<file path="src/rtl/seqdetect_pkg.sv">
`default_nettype none
// ============================================================================
// Module      : seqdetect_pkg
// Description : Shared types, default parameters and next-state function for
//               the 111001 frame-level pattern detector.
// Revision    : 1.0 - initial release
// ============================================================================
package seqdetect_pkg;

    localparam int unsigned DEF_WORD_W = 8;
    localparam int unsigned DEF_LEN_W  = 8;
    localparam int unsigned DEF_CNT_W  = 8;
    localparam int unsigned DEF_POS_W  = 16;

    // Detector states: S<n> means n bits of the pattern have been seen,
    // S6 is the matched state.
    typedef enum logic [2:0] {
        DET_S0 = 3'd0,
        DET_S1 = 3'd1,
        DET_S2 = 3'd2,
        DET_S3 = 3'd3,
        DET_S4 = 3'd4,
        DET_S5 = 3'd5,
        DET_S6 = 3'd6
    } det_state_e;

    typedef enum logic [2:0] {
        CTL_IDLE  = 3'd0,
        CTL_WAIT  = 3'd1,
        CTL_SHIFT = 3'd2,
        CTL_DRAIN = 3'd3,
        CTL_DONE  = 3'd4
    } ctl_state_e;

    // Detector transition table. After a match the trailing 1 does not seed
    // a new pattern, so matches never overlap.
    function automatic det_state_e det_next(input det_state_e s, input logic b);
        det_state_e n;
        n = DET_S0;
        case (s)
            DET_S0:  n = b ? DET_S1 : DET_S0;
            DET_S1:  n = b ? DET_S2 : DET_S0;
            DET_S2:  n = b ? DET_S3 : DET_S0;
            DET_S3:  n = b ? DET_S3 : DET_S4;
            DET_S4:  n = b ? DET_S1 : DET_S5;
            DET_S5:  n = b ? DET_S6 : DET_S0;
            DET_S6:  n = b ? DET_S1 : DET_S0;
            default: n = DET_S0;
        endcase
        return n;
    endfunction

endpackage
`default_nettype wire

</file>
<file path="src/rtl/seqdetect_core.sv">
`default_nettype none
// ============================================================================
// Module      : seqdetect_core
// Description : Moore detector for the serial pattern 111001. Advances only
//               on bit_en; hit pulses one cycle after the matching bit.
// Revision    : 1.0 - initial release
// ============================================================================
module seqdetect_core
    import seqdetect_pkg::*;
(
    input  logic clk_i,
    input  logic rst_ni,
    input  logic clr_i,
    input  logic bit_en_i,
    input  logic bit_in_i,
    output logic hit_o
);

    det_state_e state_q;
    det_state_e state_d;
    logic       hit_q;

    // Next state for the bit currently presented.
    always_comb begin
        state_d = det_next(state_q, bit_in_i);
    end

    // Advance on enabled bits; hit is registered so it lasts exactly one cycle
    // even when the detector then holds in S6.
    always_ff @(posedge clk_i or negedge rst_ni) begin
        if (!rst_ni) begin
            state_q <= DET_S0;
            hit_q   <= 1'b0;
        end else if (clr_i) begin
            state_q <= DET_S0;
            hit_q   <= 1'b0;
        end else if (bit_en_i) begin
            state_q <= state_d;
            hit_q   <= (state_d == DET_S6);
        end else begin
            hit_q   <= 1'b0;
        end
    end

    assign hit_o = hit_q;

endmodule
`default_nettype wire

</file>
<file path="src/rtl/seqdetect_frame_ctrl.sv">
`default_nettype none
// ============================================================================
// Module      : seqdetect_frame_ctrl
// Description : Accepts a frame of words over valid/ready, serialises each
//               word MSB-first into the 111001 detector and reports the match
//               count and first match position with a one-cycle done pulse.
// Revision    : 1.0 - initial release
// ============================================================================
module seqdetect_frame_ctrl
    import seqdetect_pkg::*;
#(
    parameter int unsigned WORD_W = DEF_WORD_W,
    parameter int unsigned LEN_W  = DEF_LEN_W,
    parameter int unsigned CNT_W  = DEF_CNT_W,
    parameter int unsigned POS_W  = DEF_POS_W
) (
    input  logic              clk_i,
    input  logic              rst_ni,
    input  logic              start_i,
    input  logic              abort_i,
    input  logic [LEN_W-1:0]  frame_len_i,
    input  logic [WORD_W-1:0] din_i,
    input  logic              din_valid_i,
    output logic              din_ready_o,
    output logic              busy_o,
    output logic              done_o,
    output logic [CNT_W-1:0]  match_cnt_o,
    output logic              overflow_o,
    output logic [POS_W-1:0]  first_pos_o,
    output logic              first_valid_o
);

    localparam int unsigned       BIT_W    = (WORD_W > 1) ? $clog2(WORD_W) : 1;
    localparam logic [BIT_W-1:0]  BIT_LAST = BIT_W'(WORD_W - 1);

    ctl_state_e          state_q;
    logic [WORD_W-1:0]   shreg_q;
    logic [BIT_W-1:0]    bit_cnt_q;
    logic [LEN_W-1:0]    words_left_q;
    logic                din_ready_q;
    logic                busy_q;
    logic                done_q;

    logic [CNT_W-1:0]    match_cnt_q;
    logic                overflow_q;
    logic [POS_W-1:0]    first_pos_q;
    logic                first_valid_q;
    logic [POS_W-1:0]    bit_idx_q;

    logic                start_acc;
    logic                abort_act;
    logic                bit_en;
    logic                hit;

    // Abort beats start in IDLE; abort only matters while a frame is active.
    assign start_acc = (state_q == CTL_IDLE) && start_i && !abort_i;
    assign abort_act = abort_i && ((state_q == CTL_WAIT) || (state_q == CTL_SHIFT) ||
                                   (state_q == CTL_DRAIN));
    assign bit_en    = (state_q == CTL_SHIFT) && !abort_i;

    seqdetect_core u_core (
        .clk_i    (clk_i),
        .rst_ni   (rst_ni),
        .clr_i    (start_acc),
        .bit_en_i (bit_en),
        .bit_in_i (shreg_q[WORD_W-1]),
        .hit_o    (hit)
    );

    // Frame sequencing: state, shift register, counters and registered handshake outputs.
    always_ff @(posedge clk_i or negedge rst_ni) begin
        if (!rst_ni) begin
            state_q      <= CTL_IDLE;
            shreg_q      <= '0;
            bit_cnt_q    <= '0;
            words_left_q <= '0;
            din_ready_q  <= 1'b0;
            busy_q       <= 1'b0;
            done_q       <= 1'b0;
        end else begin
            done_q <= 1'b0;
            if (abort_act) begin
                state_q     <= CTL_IDLE;
                din_ready_q <= 1'b0;
                busy_q      <= 1'b0;
            end else begin
                case (state_q)
                    CTL_IDLE: begin
                        if (start_acc) begin
                            busy_q <= 1'b1;
                            if (frame_len_i != '0) begin
                                words_left_q <= frame_len_i;
                                din_ready_q  <= 1'b1;
                                state_q      <= CTL_WAIT;
                            end else begin
                                done_q  <= 1'b1;
                                state_q <= CTL_DONE;
                            end
                        end
                    end
                    CTL_WAIT: begin
                        if (din_valid_i) begin
                            shreg_q     <= din_i;
                            bit_cnt_q   <= '0;
                            din_ready_q <= 1'b0;
                            state_q     <= CTL_SHIFT;
                        end
                    end
                    CTL_SHIFT: begin
                        shreg_q   <= shreg_q << 1;
                        bit_cnt_q <= bit_cnt_q + 1'b1;
                        if (bit_cnt_q == BIT_LAST) begin
                            words_left_q <= words_left_q - 1'b1;
                            if (words_left_q == LEN_W'(1)) begin
                                state_q <= CTL_DRAIN;
                            end else begin
                                din_ready_q <= 1'b1;
                                state_q     <= CTL_WAIT;
                            end
                        end
                    end
                    CTL_DRAIN: begin
                        // Extra cycle lets the hit from the final bit land.
                        done_q  <= 1'b1;
                        state_q <= CTL_DONE;
                    end
                    CTL_DONE: begin
                        busy_q  <= 1'b0;
                        state_q <= CTL_IDLE;
                    end
                    default: begin
                        din_ready_q <= 1'b0;
                        busy_q      <= 1'b0;
                        state_q     <= CTL_IDLE;
                    end
                endcase
            end
        end
    end

    // Result accounting: cleared on an accepted start, updated on every hit in any state.
    always_ff @(posedge clk_i or negedge rst_ni) begin
        if (!rst_ni) begin
            match_cnt_q   <= '0;
            overflow_q    <= 1'b0;
            first_pos_q   <= '0;
            first_valid_q <= 1'b0;
            bit_idx_q     <= '0;
        end else if (start_acc) begin
            match_cnt_q   <= '0;
            overflow_q    <= 1'b0;
            first_valid_q <= 1'b0;
            bit_idx_q     <= '0;
        end else begin
            if (bit_en) begin
                bit_idx_q <= bit_idx_q + 1'b1;
            end
            if (hit) begin
                if (match_cnt_q != {CNT_W{1'b1}}) begin
                    match_cnt_q <= match_cnt_q + 1'b1;
                end else begin
                    overflow_q <= 1'b1;
                end
                if (!first_valid_q) begin
                    // The index has already moved past the bit that completed the match.
                    first_pos_q   <= bit_idx_q - 1'b1;
                    first_valid_q <= 1'b1;
                end
            end
        end
    end

    assign din_ready_o   = din_ready_q;
    assign busy_o        = busy_q;
    assign done_o        = done_q;
    assign match_cnt_o   = match_cnt_q;
    assign overflow_o    = overflow_q;
    assign first_pos_o   = first_pos_q;
    assign first_valid_o = first_valid_q;

endmodule
`default_nettype wire

</file>
<file path="config.mk">
export PLATFORM = sky130hd
export DESIGN_NAME = seqdetect_frame_ctrl
export DESIGN_NICKNAME = d
export VERILOG_FILES = /design/src/rtl/seqdetect_pkg.sv /design/src/rtl/seqdetect_core.sv /design/src/rtl/seqdetect_frame_ctrl.sv
export SDC_FILE = /design/constraint.sdc
export NUM_CORES = 1
export LEC_CHECK = 0
export CAP_MARGIN = 20
export CORE_MARGIN = 1.5
export CORE_UTILIZATION = 36
export DETAILED_ROUTE_END_ITERATION = 16
export GPL_ROUTABILITY_DRIVEN = 0
export PLACE_DENSITY = 0.58
export SLEW_MARGIN = 20
export SYNTH_ARGS = -nofsm -noshare
export SYNTH_HDL_FRONTEND = slang
export SYNTH_SLANG_ARGS = --single-unit
</file>
<file path="constraint.sdc">
create_clock -name clk_i -period 3.9 [get_ports clk_i]
set_input_delay 1.17 -clock clk_i [delete_from_list [all_inputs] [get_ports clk_i]]
set_output_delay 1.17 -clock clk_i [all_outputs]
set_load 0.02 [all_outputs]
</file>
==> results of run 1 <==
==> cells in the mapped netlist, drive strengths merged (2+ instances only) <==
cell type	number	share of area (%)
a211oi	2	0.40
a21oi	16	2.3
a22oi	3	0.61
a31oi	10	1.7
and2	6	1.0
and3	3	0.54
and4	2	0.47
buf	14	3.1
clkbuf	6	0.91
dfrtp	71	48
ha	7	2.4
inv	11	1.1
nand2	53	5.4
nand2b	2	0.34
nand3	13	1.9
nand4	9	1.5
nor2	61	6.4
nor2b	3	0.51
nor3	13	2.1
nor4	6	1.6
o21ai	39	5.7
o22a	2	0.47
or3	5	0.98
xnor2	12	2.8
xor2	20	4.7
==> layer usage <==
layer	vias up	track usage [%]
li1	1465	-
met1	1397	18.7
met2	53	23.9
met3	7	3.99
met4	0	4.11
met5	-	0
==> cell type report <==
class / instances / area (um2) / share of cell area, %
Sequential cell: 71 / 1780 / 40.0
Multi-Input combinational cell: 301 / 1750 / 39.4
Timing Repair Buffer: 51 / 500 / 11.3
Tap cell: 133 / 166 / 3.75
Clock buffer: 10 / 138 / 3.10
Clock inverter: 6 / 68.8 / 1.55
Inverter: 11 / 41.3 / 0.930
==> cells by family (layout without fill, tap and decap cells) <==
group / after synthesis / in the layout
simple gates: 181 / 181
fa+ha+maj: 7 / 7
mux: 2 / 2
flops: 71 / 71
buf+inv: 31 / 78
xor+xnor: 32 / 32
compound gates: 79 / 79
==> report_power, final <==
part | switching (mW) | total, mW | internal, mW
Combinational | 0.221 | 0.402 | 0.181
Sequential | 0.0819 | 0.907 | 0.825
Clock | 0.288 | 0.604 | 0.316
==> metrics by stage <==
step | std cells | util, % | power (mW) | cell area, um2
after floorplan | 403 | - | 1.21 | 3710
after global placement | 567 | 42.7 | 1.32 | 4230
after detailed placement | 567 | 42.7 | 1.33 | 4230
after CTS | 583 | 44.8 | 1.94 | 4440
after global routing | 583 | 44.8 | 2.04 | 4440
final | 583 | 44.8 | 1.91 | 4440
==> registers in the layout (all words and copies together) (netlist names), 3 cells and up <==
signal          flops
bit_cnt_q           3
bit_idx_q          16
first_pos_o        16
match_cnt_o         8
shreg_q             8
state_q             3
u_core.state_q      3
words_left_q        8
==> worst max-delay path, cell delays in order <==
cell and delay, ps:
clkdlybuf4s50_1 430, nor4_1 500, a21oi_1 150, o21ai_2 540, nor2_1 100, o22a_1 190
==> worst max path at each step <==
stage | endpoint | slack (ps) | cells past startpoint
floorplan | din_ready_o$_DFFE_PN0P_ | 1570 | 5
global placement | words_left_q[2]$_DFFE_PN0P_ | 780 | 6
detailed placement | words_left_q[2]$_DFFE_PN0P_ | 710 | 6
CTS | words_left_q[2]$_DFFE_PN0P_ | 1080 | 6
global route | words_left_q[2]$_DFFE_PN0P_ | 920 | 6
finish | words_left_q[2]$_DFFE_PN0P_ | 1050 | 6
==> results.txt, run 1 <==
CTS H-tree depth - 3
# fillers - 992
initial antenna violation count - 0
GRT overflow - 0
Slew Limit Fails - 0
Compound-Gate Fraction of Synth Area - 12.7%
mapped cell area - 3710 um2
LEAKAGE - 1.92 nW
Via density - 5.01
CTS tree - done
total core area - 9910 um2
Mapped Cells - 403
XOR/XNOR Fraction of Synth Area - 7.54%
crit end category - flip-flop
hold depth - 2
Residual DRC - 0
worst r2r dst - words_left_q[2]$_DFFE_PN0P_
Fmax - 0.351 GHz
post-cts resize count - 0
largest net degree at the start of global routing - 72
Final nets - 473
post-synthesis sequential area ratio - 47.8%
Clock Skew - 9.09 ps
first-pass GRT wire length - 13,000 um
CTS Buf Count - 9
WL/cell - 12.7 um
drt first pass iters - 8
clock sink count - 71
setup violators final - 0
Total Routed Length - 7420 um
vias in the first global route - 2,775
clock slew at reported path FFs - 80 ps
worst-path fanout max - 17
starting density of the core - 37.5%
met3 wire length - 294 um
vias - 2,922
Routed Antenna Nets - 0
wl on met1 - 3540 um
pre-CTS WS - 714 ps
post-synthesis mux area share - 0.573%
hold path endpoint - first_pos_o[10]$_DFFE_PN0P_
GR Util All Layers - 14.5%
clk root buf - clkbuf_8
PortBufs - 49
Net Count, Synth - 431
Avg Cell Area, Syn - 9.22 um2
DR iter-0 viols - 121
synth-to-layout area growth - 19.5%
launch point of the critical path - frame_len_i[2]
Async SR Flop Fraction - 100%
crit path DAT - 3080 ps
num ports - 50
Max VDD drop - 0.209 mV
synth unique cells - 56
Std-Cell Rows - 36
most frequent cells in the layout - 71 x dfrtp_1, 60 x nor2_1, 52 x nand2_1, 48 x clkdlybuf4s50_1, 32 x o21ai_0
Final WS setup - 1050 ps
Clk Latency, worst-skew pair - 340 ps
die area - 10,900 um2
WHS - 481 ps
largest family of logic cells by synthesized area - simple AND/OR/NAND/NOR gates
share of cells above drive strength 1 - 8.00%
critical path type - in -> reg
Hold Path Class - reg -> reg
ys flop type - dfrtp_1
setup bufs post-CTS - 0
Tcrit/Tclk final - 73.1%
n_diodes - 0
cts hold-fix bufs - 0
Final min period - 2850 ps
RSZ-0062 raised after global routing - false
uppermost layer routed - met4
Reg2Reg Depth - 5
adder-cell share of the synthesized area - 2.36%
Synth warnings - 0
Slew @ Worst Pin - 904 ps
met2 WL - 3510 um
commonest non-fill, non-tap cell in the layout - dfrtp_1
R2R Path Start - state_q[1]$_DFFE_PN0P_
post-synthesis simple-gate area fraction - 23.8%
outcome - complete, no violations
MaxCap Viol Count - 0
crit path launch type - input port
number of flops mapped to enable cells by yosys - 0
clock tree buffer depth - 2
setup_tns - 0 ps
Yosys reg bits - 71
R2R Setup Slk - 2030 ps
Final Hold Fails - 0
HP Start - first_pos_o[10]$_DFFE_PN0P_
Die Wd - 105 um
Max-slew headroom - 39.7%
hpwl dp - 5030 um
die height - 105 um
Power Density - 431 nW/um2
CP required - 4130 ps
No activity file was read; power rests on OpenSTA's default activity.
==> inputs of run 2 (changes only) <==
--- a/config.mk
+++ b/config.mk
@@ -10,7 +10,7 @@
 export CORE_UTILIZATION = 36
 export DETAILED_ROUTE_END_ITERATION = 16
 export GPL_ROUTABILITY_DRIVEN = 0
-export PLACE_DENSITY = 0.58
+export PLACE_DENSITY = 0.6
 export SLEW_MARGIN = 20
 export SYNTH_ARGS = -nofsm -noshare
 export SYNTH_HDL_FRONTEND = slang
==> constraint.sdc (replaced) <==
create_clock -name clk_i -period 2.39 [get_ports clk_i]
set_input_delay 0.717 -clock clk_i [delete_from_list [all_inputs] [get_ports clk_i]]
set_output_delay 0.717 -clock clk_i [all_outputs]
set_load 0.02 [all_outputs]
==> results.txt, run 2 (synthesized netlist as in run 1, its figures left out) <==
Die Wd - 105 um (unchanged)
total core area - 9910 um2 (unchanged)
Hold Path Class - in -> async
WL/cell - 12.5 um (-1.9%)
Max-slew headroom - 54.4% (+15 points)
Power Density - 704 nW/um2 (+63%)
most frequent cells in the layout - 71 x dfrtp_1, 60 x nor2_1, 52 x nand2_1, 48 x clkdlybuf4s50_1, 32 x o21ai_0
fin cells - 601 (+3.1%)
Final min period - 2160 ps
Slew Limit Fails - 0 (unchanged)
cts hold-fix bufs - 0 (unchanged)
Clk Latency, worst-skew pair - 350 ps (about the same)
vias - 2,993 (+2.4%)
CTS Buf Count - 9 (unchanged)
clk root buf - clkbuf_8
clock tree buffer depth - 2 (unchanged)
MaxCap Viol Count - 0 (unchanged)
worst r2r dst - words_left_q[4]$_DFFE_PN0P_
max incr delay on CP - 420 ps (-120 ps)
clock slew at reported path FFs - 80 ps (about the same)
drt first pass iters - 4 (-4)
share of cells above drive strength 1 - 11.3% (+3.3 points)
CTS H-tree depth - 3 (unchanged)
R2R Path Start - state_q[0]$_DFFE_PN0P_
crit path DAT - 2400 ps (-680 ps)
Std-Cell Rows - 36 (unchanged)
clock sink count - 71 (unchanged)
num ports - 50 (unchanged)
critical path type - in -> reg
Final nets - 491 (+3.8%)
Fmax - 0.462 GHz
worst-path fanout max - 2 (-15)
Tcrit/Tclk final - 90.6%
crit-path cells - clkdlybuf4s50_1 -> nor4_1 -> buf_4 -> nand2_1 -> o2111ai_1 -> a32o_1 -> mux2_2
Max VDD drop - 0.377 mV (+80%)
Final Hold Fails - 0 (unchanged)
R2R Setup Slk - 630 ps (-1400 ps)
largest net degree at the start of global routing - 56 (-22%)
initial antenna violation count - 0 (unchanged)
CTS tree - done
PortBufs - 49 (unchanged)
commonest non-fill, non-tap cell in the layout - dfrtp_1
die area - 10,900 um2 (unchanged)
setup bufs post-CTS - 0 (unchanged)
n_diodes - 0 (unchanged)
slowest CP cell - clkdlybuf4s50_1
Total Routed Length - 7500 um (+1.2%)
Final Core Density - 46.7% (+1.9 points)
hpwl dp - 5390 um (+7.3%)
Via density - 4.98 (-0.64%)
Slew @ Worst Pin - 682 ps (-221 ps)
GRT overflow - 0 (unchanged)
vias in the first global route - 2,874 (+3.6%)
first-pass GRT wire length - 13,100 um (+0.75%)
die height - 105 um (unchanged)
DR iter-0 viols - 90 (-26%)
GR Util All Layers - 14.6% (+0.078 points)
crit path launch type - input port
outcome - complete, no violations
synth-to-layout area growth - 24.5%
Residual DRC - 0 (unchanged)
Routed Antenna Nets - 0 (unchanged)
placed cells - 585 (+3.2%)
Clock Skew - 8.74 ps (-0.348 ps)
post-cts resize count - 0 (unchanged)
RSZ-0062 raised after global routing - false
crit end category - flip-flop
CP required - 2620 ps (-1510 ps)
LEAKAGE - 2.02 nW (+5.3%)
setup violators final - 0 (unchanged)
Reg2Reg Depth - 5 (unchanged)
starting density of the core - 37.5% (unchanged)
-- run 2: metal layers --
metal / global-route usage [%] / up-vias / routed length (um)
li1: - / 1505 / -
met1: 18.4 / 1421 / 3590
met2: 24.7 / 58 / 3550
met3: 2.62 / 9 / 240
met4: 5.87 / 0 / 116
met5: 0 / - / 0
-- run 2: how the worst max path moves through the flow --
| stage | start | end | slack (ps) | cells after the start |
|---|---|---|---|---|
| 2_1_floorplan | abort_i | din_ready_o$_DFFE_PN0P_ | 520 | 5 |
| 3_3_place_gp | frame_len_i[2] | din_ready_o$_DFFE_PN0P_ | -110 | 7 |
| 3_5_place_dp | frame_len_i[2] | din_ready_o$_DFFE_PN0P_ | -100 | 7 |
| 4_1_cts | match_cnt_o[3]$_DFFE_PN0P_ | match_cnt_o[3] | 220 | 1 |
| 5_1_grt | frame_len_i[6] | din_ready_o$_DFFE_PN0P_ | 110 | 6 |
| 6_report | frame_len_i[2] | din_ready_o$_DFFE_PN0P_ | 230 | 7 |
-- run 2: report_power, final --
part	internal (mW)	switching [mW]	leakage (nW)
combinational	0.324	0.370	0.973
clock	0.596	0.488	0.104
sequential	1.35	0.133	0.939
total	2.27	0.992	2.02
-- run 2: area by class of cell --
| cell class | count | area (um2) |
|---|---|---|
| clock buffer | 10 | 128 |
| clock inverter | 6 | 92.6 |
| fill | 967 | 5290 |
| inverter | 11 | 41.3 |
| multi-input combinational | 301 | 1750 |
| sequential | 71 | 1780 |
| tap | 133 | 166 |
| timing repair buffer | 69 | 673 |
-- run 2: per-stage QoR --
stage               power [mW]  TNS [ps]  area, um2  setup slack [ps]  hold WS (ps)
floorplan                 1.98         0       3710               516           421
global placement          2.18      -195       4400              -107           461
detailed placement        2.20      -149       4400              -105           471
CTS                       3.30         0       4620               219           287
global route              3.46         0       4620               112           302
finish                    3.26         0       4620               226           286
-- run 2: worst max-delay path, delay by kind of cell --
| family | cells | cell delay (ps) |
|---|---|---|
| AOI/OAI and AO/OA | 2 | 330 |
| muxes | 1 | 330 |
| and+or+nand+nor | 2 | 430 |
| buffers and inverters | 2 | 600 |
==> inputs of run 3 (changes only) <==
--- a/config.mk
+++ b/config.mk
@@ -7,10 +7,11 @@
 export LEC_CHECK = 0
 export CAP_MARGIN = 20
 export CORE_MARGIN = 1.5
-export CORE_UTILIZATION = 36
+export CORE_UTILIZATION = 45
 export DETAILED_ROUTE_END_ITERATION = 16
 export GPL_ROUTABILITY_DRIVEN = 0
-export PLACE_DENSITY = 0.6
+export GPL_TIMING_DRIVEN = 1
+export PLACE_DENSITY = 0.72
 export SLEW_MARGIN = 20
 export SYNTH_ARGS = -nofsm -noshare
 export SYNTH_HDL_FRONTEND = slang
==> results.txt, run 3 (synthesized netlist as in run 1, its figures left out) <==
total design power - 3.18 mW (-2.4%)
die area - 8810 um2 (-19%)
Die Wd - 93.9 um (-10%)
Final Cell Area - 4580 um2 (-0.87%)
Routed Antenna Nets - 0 (unchanged)
M3 GR Usage - 3.40% (+0.78 points)
Final nets - 494 (+0.61%)
GRT overflow - 0 (unchanged)
CTS Buf Count - 9 (unchanged)
num ports - 50 (unchanged)
vias in the first global route - 2,950 (+2.6%)
Comb power frac - 22.1% (+0.8 points)
grt met2 use - 32.0% (+7.3 points)
Tcrit/Tclk final - 89.0% (-1.6 points)
clock tree buffer depth - 2 (unchanged)
LEAKAGE - 2.03 nW (+0.74%)
clk root buf - clkbuf_8
drt first pass iters - 4 (unchanged)
Final Hold Fails - 0 (unchanged)
share of cells above drive strength 1 - 11.9% (+0.56 points)
max incr delay on CP - 650 ps (+230 ps)
vias - 3,034 (+1.4%)
Net Sw Power - 0.941 mW (-5.1%)
Clock Skew - 4.85 ps (-3.89 ps)
WHS - 313 ps (+27.0 ps)
cts hold-fix bufs - 0 (unchanged)
setup bufs post-CTS - 0 (unchanged)
clock sink count - 71 (unchanged)
setup violators final - 0 (unchanged)
CP required - 1670 ps (-950 ps)
Via density - 5.29 (+6.3%)
sequential power share - 46.5% (+1.1 points)
crit path DAT - 1410 ps (-990 ps)
CTS tree - done
crit path launch type - flip-flop
outcome - complete, no violations
MaxCap Viol Count - 0 (unchanged)
Final min period - 2130 ps (-37.8 ps)
Slew Limit Fails - 0 (unchanged)
post-cts resize count - 0 (unchanged)
critical path type - reg -> out
commonest non-fill, non-tap cell in the layout - dfrtp_1
Global Route met1 Usage - 23.5% (+5.1 points)
# fillers - 699 (-28%)
GR Util All Layers - 18.8% (+4.2 points)
Top Family by Delay on Critical Path - buffers and inverters
largest net degree at the start of global routing - 31 (-45%)
synth-to-layout area growth - 23.4%
crit-path cells - clkdlybuf4s50_1
WL/cell - 13.0 um (+4.4%)
starting density of the core - 47.3% (+9.9 points)
Residual DRC - 0 (unchanged)
Std-Cell Rows - 32 (-11%)
clock slew at reported path FFs - 70 ps (about the same)
Hold Path Class - in -> async
Clk Latency, worst-skew pair - 340 ps (about the same)
Clock power frac - 31.4% (-1.9 points)
switching part of the total - 29.6% (-0.85 points)
Slew @ Worst Pin - 661 ps (-21.3 ps)
worst path buffer plus inverter count - 1 (-1)
setup_tns - 0 ps (unchanged)
die height - 93.9 um (-10%)
n_diodes - 0 (unchanged)
Max VDD drop - 0.336 mV (-11%)
CTS H-tree depth - 3 (unchanged)
RSZ-0062 raised after global routing - false
slowest CP cell - clkdlybuf4s50_1
most frequent cells in the layout - 71 x dfrtp_1, 60 x nor2_1, 52 x nand2_1, 48 x clkdlybuf4s50_1, 32 x o21ai_0
Max-slew headroom - 55.8% (+1.4 points)
Total Routed Length - 7470 um (-0.44%)
total core area - 7850 um2 (-21%)
PortBufs - 49 (unchanged)
Power Density - 694 nW/um2 (-1.5%)
Post-DP Area - 4380 um2 (-0.65%)
hpwl dp - 5610 um (+4.1%)
busiest grt layer - met2
cell internal pwr - 2.24 mW (-1.2%)
crit end category - primary output
Fmax - 0.470 GHz (+1.8%)
initial antenna violation count - 0 (unchanged)
worst-path fanout max - 5 (+3)
DR iter-0 viols - 112 (+24%)
first-pass GRT wire length - 13,000 um (-0.37%)
## run 3: worst paths after layout
check                      slack (ps)  cells past startpoint                        from                     endpoint
max                               260                      1  match_cnt_o[2]$_DFFE_PN0P_               match_cnt_o[2]
min                               310                      1                      rst_ni     bit_idx_q[3]$_DFFE_PN0P_
max reg2reg                       620                      5      state_q[0]$_DFFE_PN0P_  words_left_q[4]$_DFFE_PN0P_
min reg2reg                       480                      2  first_pos_o[9]$_DFFE_PN0P_   first_pos_o[9]$_DFFE_PN0P_
max in group asynchronous        1490                      2                      rst_ni  words_left_q[0]$_DFFE_PN0P_
min in group clk_i                480                      2  first_pos_o[9]$_DFFE_PN0P_   first_pos_o[9]$_DFFE_PN0P_
## run 3: stage by stage
stage,worst slack (ps),utilization (%),instances
2_1_floorplan,516,-,403
3_3_place_gp,-63.8,55.8,557
3_5_place_dp,-80.6,55.8,557
4_1_cts,232,58.4,573
5_1_grt,153,58.4,573
6_report,263,58.4,573
## run 3: metal layers
layer / wire (um) / vias to the layer above
li1: - / 1517
met1: 3390 / 1455
met2: 3740 / 53
met3: 223 / 9
met4: 110 / 0
met5: 0 / -
## run 3: cell type report
type                    count  area [um2]  share of cell area, %
clock buffers              13         169                   3.68
well taps                 102         128                   2.78
inverters                  11        41.3                  0.901
flip-flops and latches     71        1780                   38.8
clock inverters             3        40.0                  0.873
repair buffers             72         683                   14.9
multi-input cells         301        1750                   38.1
## run 3: power by group through the flow
stage / Clock [mW] / Sequential, mW / Combinational [mW]
2_1_floorplan: 0 / 1.46 / 0.514
3_3_place_gp: 0 / 1.49 / 0.682
3_5_place_dp: 0 / 1.50 / 0.708
4_1_cts: 1.02 / 1.48 / 0.711
5_1_grt: 1.08 / 1.50 / 0.803
6_report: 0.997 / 1.48 / 0.703
